==> config.mk <==
export PLATFORM = sky130hd
export DESIGN_NAME = roll_step_ctrl
export DESIGN_NICKNAME = d
export VERILOG_FILES = /design/src/rtl/roll_step_ctrl.sv
export SDC_FILE = /design/constraint.sdc
export NUM_CORES = 1
export LEC_CHECK = 0
export CAP_MARGIN = 15
export CORE_UTILIZATION = 35
export CTS_CLUSTER_SIZE = 8
export DETAILED_ROUTE_END_ITERATION = 6
export PLACE_DENSITY = 0.5
export SYNTH_ARGS = -nofsm -noshare
export SYNTH_HDL_FRONTEND = slang
export SYNTH_SLANG_ARGS = --single-unit
==> constraint.sdc <==
create_clock -name CLOCK_50 -period 4.1 [get_ports CLOCK_50]
set_clock_uncertainty 0.2 [all_clocks]
set_input_delay 0.41 -clock CLOCK_50 [delete_from_list [all_inputs] [get_ports CLOCK_50]]
set_output_delay 0.41 -clock CLOCK_50 [all_outputs]
set_load 0.02 [all_outputs]
==> src/rtl/roll_step_ctrl.sv <==
// roll_step_ctrl: switch synchroniser/debouncer, mode priority encoder and step-strobe prescaler
module roll_step_ctrl #(
   parameter int CLK_HZ       = 50000000,
   parameter int STEP_HZ      = 2,
   parameter int DEBOUNCE_CYC = 500000
) (
   input  logic       CLOCK_50,
   input  logic       RESET,
   input  logic [2:0] SW,
   output logic [2:0] sw_clean,
   output logic [1:0] mode,
   output logic       step
);
   localparam int DIV = CLK_HZ / STEP_HZ;
   localparam int DW  = $clog2(DEBOUNCE_CYC);
   localparam int PW  = $clog2(DIV);
   localparam logic [DW-1:0] DB_LAST = DW'(DEBOUNCE_CYC - 1);
   localparam logic [PW-1:0] P_LAST  = PW'(DIV - 1);

   logic [2:0]    s1_q, s2_q, clean_q, clean_d;
   logic [DW-1:0] cnt_q [3];
   logic [DW-1:0] cnt_d [3];
   logic [1:0]    mode_q, mode_d;
   logic [PW-1:0] presc_q, presc_d;
   logic          step_q, step_d;

   // per-bit debounce: any return to the accepted level restarts the stability window
   always_comb begin
      for (int i = 0; i < 3; i++) begin
         clean_d[i] = clean_q[i];
         cnt_d[i]   = '0;
         if (s2_q[i] != clean_q[i]) begin
            if (cnt_q[i] == DB_LAST) clean_d[i] = s2_q[i];
            else cnt_d[i] = cnt_q[i] + 1'b1;
         end
      end
   end

   // mode priority, prescaler restart on mode change, and wrap-driven step
   always_comb begin
      mode_d  = clean_q[2] ? 2'd3 : clean_q[1] ? 2'd2 : clean_q[0] ? 2'd1 : 2'd0;
      presc_d = (mode_d != mode_q || mode_q == 2'd0 || presc_q == P_LAST) ? '0 : presc_q + 1'b1;
      step_d  = mode_q != 2'd0 && mode_d == mode_q && presc_q == P_LAST;
   end

   // state registers, cleared immediately by RESET
   always_ff @(posedge CLOCK_50 or posedge RESET) begin
      if (RESET) begin
         s1_q    <= '0;
         s2_q    <= '0;
         clean_q <= '0;
         cnt_q   <= '{default: '0};
         mode_q  <= '0;
         presc_q <= '0;
         step_q  <= 1'b0;
      end else begin
         s1_q    <= SW;
         s2_q    <= s1_q;
         clean_q <= clean_d;
         cnt_q   <= cnt_d;
         mode_q  <= mode_d;
         presc_q <= presc_d;
         step_q  <= step_d;
      end
   end

   assign sw_clean = clean_q;
   assign mode     = mode_q;
   assign step     = step_q;
endmodule

==> flow_metrics.tcl <==
set metrics [dict create \
    run_status "completed" \
    crit_fanout 15 \
    grt_pass1_vias 3265 \
    async_reset_ff_share_pct 100 \
    die-height_um 116 \
    core_area_sq_um 12600 \
    vias_per_cell 5.17 \
    fmax_mhz 420 \
    synth_seq_cells 94 \
    power_frac_seq_pct 49.2 \
    critPathMaxStageDelay_ns 0.68 \
    path_cells "and3_1 > nand3_1 > o31ai_2 > buf_4 > a21oi_1" \
    cts-resized-gates 0 \
    core.rowCount 41 \
    drive_gt1_share_pct 6.43 \
    antenna_cells 0 \
    wirelength_um 9030 \
    drcViolationCount 0 \
    syn_nets 473 \
    synthesis.area_sq_um 4540 \
    slew_viol_final 0 \
    gr-total-overflow 0 \
    cts_setup_buffers 0 \
    grt-busiest-layer "met2" \
    netSwitchingFraction_pct 21.0 \
    met1_usage_pct 21.2 \
    maxCapViolations 0 \
    yosys_warnings 0 \
    tightestPinTransition_ns 0.741 \
    setup_viol 0 \
    seq_area_frac_synth_pct 51.8 \
    syn2layout_area_growth_pct 14.1 \
    rr_startpoint "presc_q[3]$_DFF_PP0_" \
    cts_made_buffers 9 \
    grt_use_met3_pct 2.93 \
    clk_latency_ns 0.34 \
    comb_power_share_pct 2.6 \
    hp-start "s1_q[0]$_DFF_PP0_" \
    drtPass1Iterations 4 \
    fin_crit_ns 2.38 \
    r2r_cells 5 \
    intPower_uw 1520 \
    grt_pass1_wl_um 15800 \
    clk_pin_slew_worst_paths_ns 0.07 \
    power.switching_uw 405 \
    worstSetupPathType "flip-flop to flip-flop" \
    multi_input_area_sq_um 2080 \
    met2_usage_pct 22.5 \
    yosysTopAreaCell "dfrtp_1" \
    ant_nets 0 \
    cp_slowest_cell "o31ai_2" \
    place_ws_ns 1.69 \
    layout_setup_ws_ns 1.72 \
    power.density_nw_per_um2 371 \
    slew_headroom_pct 50.3 \
    dp_hpwl_um 6100 \
    grt_usage_pct 15.2 \
    worstSetupStartpointType "flip-flop" \
    cts_hold_buffers 0 \
    num_io_pins 11 \
    yosys.cell_count.top_type "dfrtp_1" \
    cts_buffer_depth 2 \
    syn_inst 464 \
    cp-end-kind "flip-flop" \
    post_drt_wl_per_cell_um 13.8 \
    synth_common_cells "dfrtp_1 (94), nor2_1 (66), xnor2_1 (34)" \
    regToRegSetupSlack_ns 1.72 \
    cts.sinks 94 \
    avgSynthCellArea_sq_um 9.79 \
    crit_path_end "presc_q[24]$_DFF_PP0_" \
    synth_top_area_share_pct 51.8 \
    cp-startpoint "presc_q[3]$_DFF_PP0_" \
    cts_tree "yes" \
    cp.required_ns 4.12 \
    period_share_pct 58.1 \
    p_clk_share_pct 48.2 \
    initial_core_util_pct 36.0 \
    h-tree-depth 3 \
    portBuffers 10 \
    synth-edff-count 0 \
    drtIter0Drc 197 \
    via_count 3380 \
    layout.cells.non_filler 654 \
    peakVddDrop_mv 0.177 \
    min_path_type "flip-flop to flip-flop" \
    grt_antenna_before_repair 0 \
    synthFlopType "dfrtp_1" \
    grt_max_degree 45 \
    n_fill_cell 1294 \
    dieArea_sq_um 13400 \
    reg2reg_to "presc_q[24]$_DFF_PP0_" \
    die_w_um 116 \
    root_buffer "clkbuf_16" \
    synth_cell_types 39 \
    rsz0062_at_grt "no" \
    cp.arrival_ns 2.40 \
    synth_area_leaders "dfrtp_1 (52%), xnor2_1 (6.6%), nor2_1 (5.5%)" \
    hold_viol 0 \
    fin_setup_tns_ns 0 \
    dp.cells 638 \
    seqCellArea_sq_um 2350 \
    nets 486 \
    leakage_uw 0.00196 \
    gp_congestion 0.806 \
]
cells by family (layout without fill, tap and decap cells):
kind of cell	count (synthesis)	count (layout)	share of synthesized area (%)
and+or+nand+nor	227	227	26.7
DFF	94	94	51.8
xor gates and xnor gates	54	54	10.4
AOI/OAI and AO/OA	53	53	6.75
buffers and inverters	29	47	2.45
adders and majority gates	4	4	1.10
muxes	3	3	0.744
worst max-delay path: cells and delay by family, from the launching register on:
kind                   cells  cell delay, ns
flip-flops                 1            0.42
AND/OR/NAND/NOR            2            0.54
AO/OA/AOI/OAI              2            0.75
buffers and inverters      1            0.33
cell type report:
cell class	instances	area share, %
Inverter	15	1.13
Clock inverter	5	1.57
Clock buffer	11	4.88
Sequential cell	94	45.4
Multi-Input combinational cell	341	40.1
Timing Repair Buffer	16	2.80
Tap cell	172	4.15
placed cells by master (no fill, tap or decap), drive strengths merged, types with 3 or more instances in the layout:
cell           count
and4               4
clkbuf            11
o31ai             11
inv               15
nor3               5
nand4             30
xor2              20
nand2             22
ha                 4
or2                4
clkdlybuf4s50     10
or3               17
o21ai             15
nor2              66
nand3             28
and3               5
dfrtp             94
a21oi             23
and2               7
xnor2             34
mux2               3
buf                6
nor4b              4
or4               11
nor4              18
per-layer routing:
metal	part of all wire [%]	routed length, um
met4	2.3	206
met5	0	0
met1	51	4570
met3	2.3	210
met2	45	4040
sequential cells by signal (all words and copies together) (netlist names):
name and cells:
cnt_q 57, presc_q 25, s1_q 3, s2_q 3, sw_clean 3, mode 2
step 1
power groups by stage:
stage                     Combinational, uW  Clock, uW  Sequential (uW)
after global placement                 52.4          0              965
after floorplan                        34.8          0              962
final                                  50.1        927              947
after global routing                   59.9        997              948
after detailed placement               53.2          0              965
after CTS                              53.2        959              947
stage by stage:
| stage | hold slack [ns] | util [%] | instance area, sq um | power (uW) |
|---|---|---|---|---|
| floorplan | 0.131 | - | 4540 | 996 |
| global placement | 0.135 | 38.4 | 4850 | 1020 |
| detailed placement | 0.142 | 38.4 | 4850 | 1020 |
| CTS | 0.156 | 41.1 | 5180 | 1960 |
| global route | 0.165 | 41.1 | 5180 | 2010 |
| finish | 0.150 | 41.1 | 5180 | 1920 |
how the worst min path moves through the flow:
| stage | to | slack [ns] | cells after the start |
|---|---|---|---|
| 5_1_grt | s2_q[0]$_DFF_PP0_ | 0.17 | 0 |
| 3_3_place_gp | s2_q[2]$_DFF_PP0_ | 0.14 | 0 |
| 4_1_cts | s2_q[0]$_DFF_PP0_ | 0.16 | 0 |
| 2_1_floorplan | s2_q[0]$_DFF_PP0_ | 0.13 | 0 |
| 3_5_place_dp | s2_q[0]$_DFF_PP0_ | 0.14 | 0 |
| 6_report | s2_q[0]$_DFF_PP0_ | 0.15 | 0 |
(Power assumes the default switching activity.)
